==> src/rtl/uart_pkg.sv <==
// rtl/uart_pkg.sv - shared types and helpers for the UART TX arbiter
// Contents:
//   state_t            arbiter FSM states
//   HEADER_TAG_DEFAULT default header word before the channel index is merged in
//   ch_bits()          width of a channel index for a given channel count
package uart_pkg;

    typedef enum logic [2:0] {
        IDLE,
        PRESENT,
        HOLD,
        FETCH,
        CAPTURE
    } state_t;

    localparam logic [7:0] HEADER_TAG_DEFAULT = 8'hF0;

    // At least one bit so a two-channel build still has a usable index.
    function automatic int ch_bits(input int num_ch);
        return (num_ch > 2) ? $clog2(num_ch) : 1;
    endfunction

endpackage

==> src/rtl/uart_tx_arbiter_rr_picker.sv <==
// rtl/uart_tx_arbiter_rr_picker.sv - combinational round-robin picker
// Ports:
//   req    in   NUM_CH   request vector
//   last   in   CH_BITS  previously granted channel; search starts one above it
//   valid  out  1        some request is set
//   index  out  CH_BITS  winning channel
module rr_picker
    import uart_pkg::*;
#(
    parameter int NUM_CH  = 4,
    parameter int CH_BITS = ch_bits(NUM_CH)
) (
    input  logic [NUM_CH-1:0]  req,
    input  logic [CH_BITS-1:0] last,
    output logic               valid,
    output logic [CH_BITS-1:0] index
);

    logic [CH_BITS-1:0]  start;
    logic [2*NUM_CH-1:0] req_dbl;
    logic [NUM_CH-1:0]   rot;
    logic [CH_BITS-1:0]  off;
    logic [CH_BITS:0]    sum;

    always_comb begin
        start   = (last == CH_BITS'(NUM_CH - 1)) ? '0 : last + 1'b1;
        // Rotating a doubled copy puts the search origin at bit 0.
        req_dbl = {req, req};
        rot     = req_dbl[start +: NUM_CH];
        valid   = 1'b0;
        off     = '0;
        // Descending scan so the lowest set offset is the last one written.
        for (int k = NUM_CH - 1; k >= 0; k--) begin
            if (rot[k]) begin
                valid = 1'b1;
                off   = CH_BITS'(k);
            end
        end
        sum = {1'b0, start} + {1'b0, off};
        if (sum >= (CH_BITS + 1)'(NUM_CH)) begin
            sum = sum - (CH_BITS + 1)'(NUM_CH);
        end
        index = sum[CH_BITS-1:0];
    end

endmodule

==> src/rtl/uart_tx_arbiter.sv <==
// rtl/uart_tx_arbiter.sv - round-robin sharing of one UART transmitter between FIFO sources
// Ports:
//   clk        in   1                  system clock
//   rst_n      in   1                  asynchronous reset, active low
//   ch_enable  in   NUM_CH             per-channel enable
//   src_din    in   NUM_CH*WORD_WIDTH  source data, valid the cycle after src_re
//   src_empty  in   NUM_CH             source FIFO empty flags
//   src_re     out  NUM_CH             one-cycle read strobe per source
//   tx_din     out  WORD_WIDTH         word offered to the transmitter
//   tx_empty   out  1                  low while tx_din holds an untaken word
//   tx_re      in   1                  transmitter read strobe
//   busy       out  1                  high outside IDLE
//   grant      out  CH_BITS            channel currently granted
module uart_tx_arbiter
    import uart_pkg::*;
#(
    parameter int                    NUM_CH     = 4,
    parameter int                    WORD_WIDTH = 8,
    parameter int                    MAX_BURST  = 16,
    parameter logic [WORD_WIDTH-1:0] HEADER_TAG = WORD_WIDTH'(HEADER_TAG_DEFAULT),
    localparam int                   CH_BITS    = ch_bits(NUM_CH)
) (
    input  logic                         clk,
    input  logic                         rst_n,
    input  logic [NUM_CH-1:0]            ch_enable,
    input  logic [NUM_CH*WORD_WIDTH-1:0] src_din,
    input  logic [NUM_CH-1:0]            src_empty,
    output logic [NUM_CH-1:0]            src_re,
    output logic [WORD_WIDTH-1:0]        tx_din,
    output logic                         tx_empty,
    input  logic                         tx_re,
    output logic                         busy,
    output logic [CH_BITS-1:0]           grant
);

    state_t                state_q, state_d;
    logic [CH_BITS-1:0]    grant_q, grant_d;
    logic [CH_BITS-1:0]    last_grant_q, last_grant_d;
    logic [7:0]            burst_cnt_q, burst_cnt_d;
    logic [WORD_WIDTH-1:0] tx_din_q, tx_din_d;

    logic [NUM_CH-1:0]     req;
    logic                  pick_valid;
    logic [CH_BITS-1:0]    pick_index;
    logic [WORD_WIDTH-1:0] src_words [NUM_CH];

    for (genvar g = 0; g < NUM_CH; g++) begin : g_unpack
        assign src_words[g] = src_din[g*WORD_WIDTH +: WORD_WIDTH];
    end

    assign req = ~src_empty & ch_enable;

    rr_picker #(
        .NUM_CH  (NUM_CH),
        .CH_BITS (CH_BITS)
    ) u_picker (
        .req   (req),
        .last  (last_grant_q),
        .valid (pick_valid),
        .index (pick_index)
    );

    always_comb begin
        state_d      = state_q;
        grant_d      = grant_q;
        last_grant_d = last_grant_q;
        burst_cnt_d  = burst_cnt_q;
        tx_din_d     = tx_din_q;
        case (state_q)
            IDLE: begin
                if (pick_valid) begin
                    grant_d     = pick_index;
                    tx_din_d    = {HEADER_TAG[WORD_WIDTH-1:CH_BITS], pick_index};
                    burst_cnt_d = '0;
                    state_d     = PRESENT;
                end
            end
            PRESENT: begin
                if (tx_re) begin
                    state_d = HOLD;
                end
            end
            HOLD: begin
                // tx_din stays put here: the transmitter samples it this cycle.
                if (burst_cnt_q == 8'(MAX_BURST) || src_empty[grant_q] || !ch_enable[grant_q]) begin
                    last_grant_d = grant_q;
                    state_d      = IDLE;
                end else begin
                    state_d = FETCH;
                end
            end
            FETCH: begin
                state_d = CAPTURE;
            end
            CAPTURE: begin
                tx_din_d    = src_words[grant_q];
                burst_cnt_d = burst_cnt_q + 8'd1;
                state_d     = PRESENT;
            end
            default: begin
                state_d = IDLE;
            end
        endcase
    end

    always_ff @(posedge clk or negedge rst_n) begin
        if (!rst_n) begin
            state_q      <= IDLE;
            grant_q      <= '0;
            last_grant_q <= CH_BITS'(NUM_CH - 1);
            burst_cnt_q  <= '0;
            tx_din_q     <= '0;
        end else begin
            state_q      <= state_d;
            grant_q      <= grant_d;
            last_grant_q <= last_grant_d;
            burst_cnt_q  <= burst_cnt_d;
            tx_din_q     <= tx_din_d;
        end
    end

    // Outputs decode straight from registered state so reset reaches them without a clock.
    assign tx_empty = (state_q != PRESENT);
    assign tx_din   = tx_din_q;
    assign busy     = (state_q != IDLE);
    assign grant    = grant_q;
    assign src_re   = (state_q == FETCH) ? (NUM_CH'(1) << grant_q) : '0;

endmodule

==> config.mk <==
export PLATFORM = sky130hd
export DESIGN_NAME = uart_tx_arbiter
export DESIGN_NICKNAME = d
export VERILOG_FILES = /design/src/rtl/uart_pkg.sv /design/src/rtl/uart_tx_arbiter_rr_picker.sv /design/src/rtl/uart_tx_arbiter.sv
export SDC_FILE = /design/constraint.sdc
export NUM_CORES = 1
export LEC_CHECK = 0
export CELL_PAD_IN_SITES_DETAIL_PLACEMENT = 2
export CELL_PAD_IN_SITES_GLOBAL_PLACEMENT = 2
export CORE_MARGIN = 3
export CORE_UTILIZATION = 28
export CTS_CLUSTER_DIAMETER = 30
export DETAILED_ROUTE_END_ITERATION = 10
export GPL_ROUTABILITY_DRIVEN = 0
export GPL_TIMING_DRIVEN = 0
export HOLD_SLACK_MARGIN = 0.08
export PLACE_DENSITY_LB_ADDON = 0.3
export REMOVE_ABC_BUFFERS = 1
export SLEW_MARGIN = 15
export SYNTH_ARGS = -nofsm -noshare
export SYNTH_HDL_FRONTEND = slang
export SYNTH_HIERARCHICAL = 1
export SYNTH_SLANG_ARGS = --single-unit
==> constraint.sdc <==
create_clock -name clk -period 2.5 [get_ports clk]
set_input_delay 0.625 -clock clk [delete_from_list [all_inputs] [get_ports clk]]
set_output_delay 0.625 -clock clk [all_outputs]
set_load 0.02 [all_outputs]
==> summary.md, run 1 <==
| Metric | Value |
|---|---|
| Fin area | 2230 µm² |
| Die area | 6310 µm² |
| Mapped cell area | ~1500 µm² |
| Synthesized flop and latch total | 23 |
| Critical Path End Type | register |
| Crit-path max cell delay | 0.67 ns |
| Critical path cell sequence | clkdlybuf4s50_1 > nor2b_2 > or4_1 > o21ai_4 > nor4_1 > mux2_2 |
| Fin crit period | 2.41 ns |
| Tcrit/Tclk final | ~96% |
| Combinational family with the most area after synthesis | simple AND/OR/NAND/NOR gates |
| DRT Wirelength | 4930 µm |
| Cell variety after synth | between 40 and 50 |
| WP data arrival | 2.56 ns |
| Startpoint types | input port |
| Clock Skews | 0.00437 ns |
| Setup ws final | 0.0936 ns |
| Leak pwr | ~0.00091 µW |
| First-pass GRT wire length | 7890 µm |
| Max FO, Critical Path | 6 |
| Largest net degree at the start of global routing | 24 |
| Global Route Usage Sum | between 10% and 20% |
| Mux cell area share after synthesis | 16.4% |
| Grt ovf | 0 |
| Post-Syn Instances | 145 |
| Vias | 1411 |
| Drt wl/cell | 18.0 µm |
| Post-synth EDFFs | 0 |
| Max_slew headroom | between 60% and 70% |
| Status | finished, final reports clean |
| Max layer used | met4 |
| Die X | 79.4 µm |
| HP Class | input port to async pin |
| Register area share after synthesis | 38.3% |
| I/O pins | 59 |
| Reg clk slew, reported paths | roughly 0.090 ns |
| Largest cells by area after synthesis | dfrtp_1, mux4_1, dfstp_2, mux2_2, nand2_1 |
| DRT antenna net count | 0 |
| CP max-delay cell | or4_1 |
| Initial antenna violation count | 0 |
| Most frequent cell after synthesis | dfrtp_1 |
| CTS Hold Bufs | 0 |
| Setup violations, final | 0 |
| Clk buf depth | 2 |
| First-iteration detailed-routing DRC count | 22 |
| I/O Buffers | 58 |
| Buf/Inv on CP | 1 |
| Synth Area in Compound Gates | between 10% and 20% |
| Post-synthesis xor/xnor area fraction | 1.74% |
| Fmax | 416 MHz |
| Dpl ws | -0.983 ns |
| Final hold vios | 0 |
| Critical Path RT | 2.66 ns |
| Share of cells above drive strength 1 | 13.7% |
| Top_reg_cell synth | dfrtp_1 |
| Area Growth Syn to Fin | 47.8% |
| Met2 wire length | 2620 µm |
| Via-to-Cell Ratio | 5.15 |
| Final #Nets | 251 |
| Cell family with most CP delay | simple AND/OR/NAND/NOR gates |
| Clk Tree Root Cell | clkbuf_8 |
| H-tree Lvls | 1 |
| DRC errors left | 0 |
| Initial core utilization | between 20% and 30% |
| Slew @ Worst Pin | between 0.5 and 0.6 ns |
| Number of global-route vias before repair | about 1.6k |
| CP Class | input port to register |
| CTS Buf Count | 3 |
| Setup TNS | 0 ns |
| Most frequent cells after synthesis | dfrtp_1, nand2_1, nor2_1, o21ai_0, nor2b_1 |
| DP Wirelength | approximately 3900 µm |
| Power Density | 956 nW/µm² |
| Met1 WL | 1960 µm |
| CTS tree | done |
| Total clock sinks | 23 |
| Synth top area share | 34.8% |
| Fraction of registers with async set/reset | 100% |
| Core area | 5170 µm² |
| Clk_lat worst skew | 0.27 ns |
| Antenna cell count | 0 |
| DP Area | 2140 µm² |
| Die height | about 79 µm |
| Maxcap violations | 0 |
| Worst vdd ir | 0.322 mV |
| Rows | 26 |
| Yosys warns | 6 |
| Synth Area in Adders | under 10% |
| Simple-gate share of the synthesized area | 24.7% |
| Area leader, netlist | dfrtp_1 |
| DR WL met3 | 314 µm |
| Pins Over Slew Limit | 0 |
| DRT Pass-1 Iters | 4 |
| Syn avg cell area | about 10 µm² |
[flip-flops by register name, summed over array words and instances (netlist names)]
signal / count
tx_din: 8
state_q: 3
last_grant_q: 2
burst_cnt_q: 8
grant: 2
[final timing paths]
path                               from              end  slack (ns)  cells after the start
max                        ch_enable[3]   burst_cnt_q[7]        0.09                      6
min                               rst_n   burst_cnt_q[6]        0.33                      1
max reg2reg                    grant[0]  last_grant_q[1]        0.50                      4
min reg2reg                   tx_din[1]        tx_din[1]        0.49                      2
max in group asynchronous         rst_n       state_q[2]        1.78                      1
min in group clk              tx_din[1]        tx_din[1]        0.49                      2
[cell families after synthesis]
family	count (synthesis)
AO/OA/AOI/OAI	27
buffers and inverters	12
multiplexers	13
AND/OR/NAND/NOR	64
adder cells (fa/ha/maj)	3
flip-flops	23
XOR/XNOR	3
[metal layers]
layer / track usage (%) / vias up
met5: 0 / -
met4: 4.12 / 0
met3: 4.97 / 4
met2: 28.0 / 48
met1: 18.8 / 695
li1: - / 664
[power by group]
group | internal [µW] | switching, µW | total (µW)
clock network | 111 | 124 | 236
registers | 507 | 238 | 746
logic | 616 | 537 | 1150
total | 1230 | 900 | 2130
[metrics by stage]
stage / power (µW) / instances / hold slack (ns) / utilization [%]
detailed placement: 1850 / 266 / 0.489 / 41.4
CTS: 2110 / 270 / 0.504 / 42.5
finish: 2130 / 274 / 0.328 / 43.2
floorplan: 1340 / 138 / 0.329 / -
global placement: 1780 / 266 / 0.469 / 41.4
global route: 2300 / 274 / 0.361 / 43.2
[layout by cell type (no fill, tap or decap), types with 2 or more instances in the layout]
cell type,n
mux2_2,4
dlygate4sd2_1,3
dfrtp_1,18
and2_1,2
mux4_1,6
clkbuf_8,3
o31ai_1,3
dfstp_2,2
nand2_1,12
ha_1,3
nor2_2,2
xnor2_1,3
clkdlybuf4s50_1,52
inv_1,5
nor3_1,3
nor4_1,4
o21ai_0,7
buf_4,4
dlymetal6s2s_1,2
a22o_1,2
nor2b_1,6
nand3b_1,2
dfrtp_2,3
mux2_1,2
nor3b_1,2
o22ai_1,3
nand3_1,6
nor2_1,11
o22a_1,3
[cell type report]
cell class / count / area, µm²
inverter: 5 / 18.8
multi-input combinational: 110 / 891
fill: 539 / 2940
sequential: 23 / 582
timing repair buffer: 62 / 607
clock buffer: 3 / 41.3
clock inverter: 1 / 5.00
tap: 70 / 87.6
[timing repair]
| action | CTS | global route |
|---|---|---|
| pin swaps | 0 | 1 |
| buffers inserted | 0 | 4 |
| setup endpoints to repair | 14 | 11 |
| resized for setup | 9 | 4 |
(Power assumes the default switching activity.)
==> run 2: changes to the inputs <==
--- a/config.mk
+++ b/config.mk
@@ -5,6 +5,7 @@
 export SDC_FILE = /design/constraint.sdc
 export NUM_CORES = 1
 export LEC_CHECK = 0
+export CAP_MARGIN = 40
 export CELL_PAD_IN_SITES_DETAIL_PLACEMENT = 2
 export CELL_PAD_IN_SITES_GLOBAL_PLACEMENT = 2
 export CORE_MARGIN = 3
==> summary.md, run 2 (synthesized netlist as in run 1, its figures left out) <==
| Metric | Value |
|---|---|
| Status | finished, final reports clean (unchanged) |
| Power Density | 932 nW/µm² (was 956 nW/µm²) |
| Critical Path RT | 2.66 ns (about the same) |
| Worst path depth | 7 (was 6) |
| Finished Core Util | 43.3% (was 43.2%) |
| DP Wirelength | 3900 µm (was 3870 µm) |
| I/O pins | 59 (unchanged) |
| R2R Setup Slk | 0.47 ns (was 0.50 ns) |
| Clk_lat worst skew | 0.27 ns (about the same) |
| Clock Skews | 0.00423 ns (was 0.00437 ns) |
| Commonest non-fill, non-tap cell in the layout | clkdlybuf4s50_1 (unchanged) |
| Total clock sinks | 23 (unchanged) |
| Maxcap violations | 0 (unchanged) |
| Pins Over Slew Limit | 0 (unchanged) |
| Number of global-route vias before repair | 1587 (was 1569) |
| Via-to-Cell Ratio | 5.15 (about the same) |
| Largest net degree at the start of global routing | 23 (was 24) |
| Startpoint types | input port (unchanged) |
| Max FO, Critical Path | 6 (unchanged) |
| Final #Nets | 249 (was 251) |
| DRT Pass-1 Iters | 4 (unchanged) |
| Antenna cell count | 0 (unchanged) |
| Worst vdd ir | 0.309 mV (was 0.322 mV) |
| Tcrit/Tclk final | 96.6% (was 96.3%) |
| DRC errors left | 0 (unchanged) |
| DP Area | 2170 µm² (was 2140 µm²) |
| DRT Wirelength | 4730 µm (was 4930 µm) |
| Cell family with most CP delay | simple AND/OR/NAND/NOR gates (unchanged) |
| Setup violations, final | 0 (unchanged) |
| Slew @ Worst Pin | 0.505 ns (was 0.533 ns) |
| Fmax | 414 MHz (was 416 MHz) |
| CTS Buf Count | 3 (unchanged) |
| Critical path endpoint | burst_cnt_q[7] (unchanged) |
| CP max-delay cell | or4_4 (was or4_1) |
| H-tree Lvls | 1 (unchanged) |
| Fin crit period | 2.41 ns (about the same) |
| Grt ovf | 0 (unchanged) |
| Final hold vios | 0 (unchanged) |
| DRT antenna net count | 0 (unchanged) |
| Rows | 26 (unchanged) |
| Die X | 79.4 µm (unchanged) |
| RSZ-0062 raised after global routing | false |
| Worst r2r src | grant[0] (unchanged) |
| Critical Path End Type | register (unchanged) |
| Initial core utilization | 29.2% (unchanged) |
| CTS tree | done (unchanged) |
| Reg clk slew, reported paths | 0.09 ns (about the same) |
| Initial antenna violation count | 0 (unchanged) |
| Global Route Usage Sum | 16.0% (about the same) |
| Worst setup startpoint | ch_enable[3] (unchanged) |
| Max_slew headroom | 66.2% (was 64.5%) |
| First-pass GRT wire length | 7790 µm (was 7890 µm) |
| Core area | 5170 µm² (unchanged) |
| Clk buf depth | 2 (unchanged) |
| HP Class | register to register (was input port to async pin) |
| R2R depth | 4 (unchanged) |
| I/O Buffers | 58 (unchanged) |
| Most frequent cells in the layout | clkdlybuf4s50_1, dfrtp_1, nand2_1, nor2_1, o21ai_0 (was clkdlybuf4s50_1, dfrtp_1, nand2_1) |
| Reg2reg end | last_grant_q[0] (was last_grant_q[1]) |
| WP data arrival | 2.57 ns (was 2.56 ns) |
| Area Growth Syn to Fin | 48.3% (was 47.8%) |
| CTS Hold Bufs | 0 (unchanged) |
| Vias | 1401 (was 1411) |
| Buf/Inv on CP | 2 (was 1) |
| Clk Tree Root Cell | clkbuf_8 (unchanged) |
| Die area | 6310 µm² (unchanged) |
| Drt wl/cell | 17.4 µm (was 18.0 µm) |
| Hold Path Stages | 2 |
| Crit-path max cell delay | 0.58 ns (was 0.67 ns) |
| Die height | 79.4 µm (unchanged) |
| First-iteration detailed-routing DRC count | 24 (was 22) |
| Fin area | 2240 µm² (was 2230 µm²) |
| CP Class | input port to register (unchanged) |
| Critical path cell sequence | clkdlybuf4s50_1 > nor2b_2 > or4_4 > o21ai_4 > buf_2 > nor4_1 > mux2_2 (was clkdlybuf4s50_1 > nor2b_2 > or4_1 > o21ai_4 > nor4_1 > mux2_2) |
| Leak pwr | 0.000898 µW (was 0.000912 µW) |
| Share of cells above drive strength 1 | 12.9% (was 13.7%) |
## run 2: worst register-to-register path, delay by kind of cell, from the launching register on
family	cells	cell delay [ns]
and+or+nand+nor	2	0.85
DFF	1	0.59
muxes	1	0.32
AOI/OAI and AO/OA	1	0.21
## run 2: timing repair
action,in CTS,in global routing
hold endpoints to repair,0,0
setup buffers,0,0
endpoints found under the setup margin,11,7
resized for setup,10,4
## run 2: power by group
part           switching, µW  total, µW  internal, µW
Clock                    123        235           111
Sequential               233        741           507
Combinational            525       1110           586
Total                    881       2090          1210
## run 2: metrics by stage
| stage | total power [µW] | instances | worst slack, ns | setup TNS (ns) | hold slack [ns] |
|---|---|---|---|---|---|
| after floorplan | 1340 | 138 | 0.0117 | 0 | 0.329 |
| after global placement | 1780 | 266 | -0.893 | -6.75 | 0.469 |
| after detailed placement | 1860 | 268 | -0.644 | -4.54 | 0.494 |
| after CTS | 2110 | 272 | -0.00318 | -0.00318 | 0.510 |
| after global routing | 2250 | 272 | 0.0194 | 0 | 0.541 |
| final | 2090 | 272 | 0.0861 | 0 | 0.503 |
## run 2: layout make-up
class	count	area, µm²
clock buffer	3	41.3
clock inverter	1	5.00
fill	547	2930
inverter	5	18.8
multi-input combinational	110	895
sequential	23	582
tap	70	87.6
timing repair buffer	60	611
## run 2: worst min path at each step
stage	start	to	slack (ns)
2_1_floorplan	rst_n	burst_cnt_q[0]	0.33
3_3_place_gp	tx_din[0]	tx_din[0]	0.47
3_5_place_dp	tx_din[0]	tx_din[0]	0.49
4_1_cts	tx_din[0]	tx_din[0]	0.51
5_1_grt	tx_din[1]	tx_din[1]	0.54
6_report	tx_din[0]	tx_din[0]	0.50
## run 2: layer usage
| layer | wire length (µm) | global-route usage [%] | up-vias | share of wire, % |
|---|---|---|---|---|
| met3 | 296 | 4.85 | 4 | 6.3 |
| li1 | - | - | 660 | - |
| met4 | 43 | 4.12 | 0 | 0.91 |
| met5 | 0 | 0 | - | 0 |
| met2 | 2470 | 28.5 | 36 | 52 |
| met1 | 1920 | 18.5 | 701 | 41 |
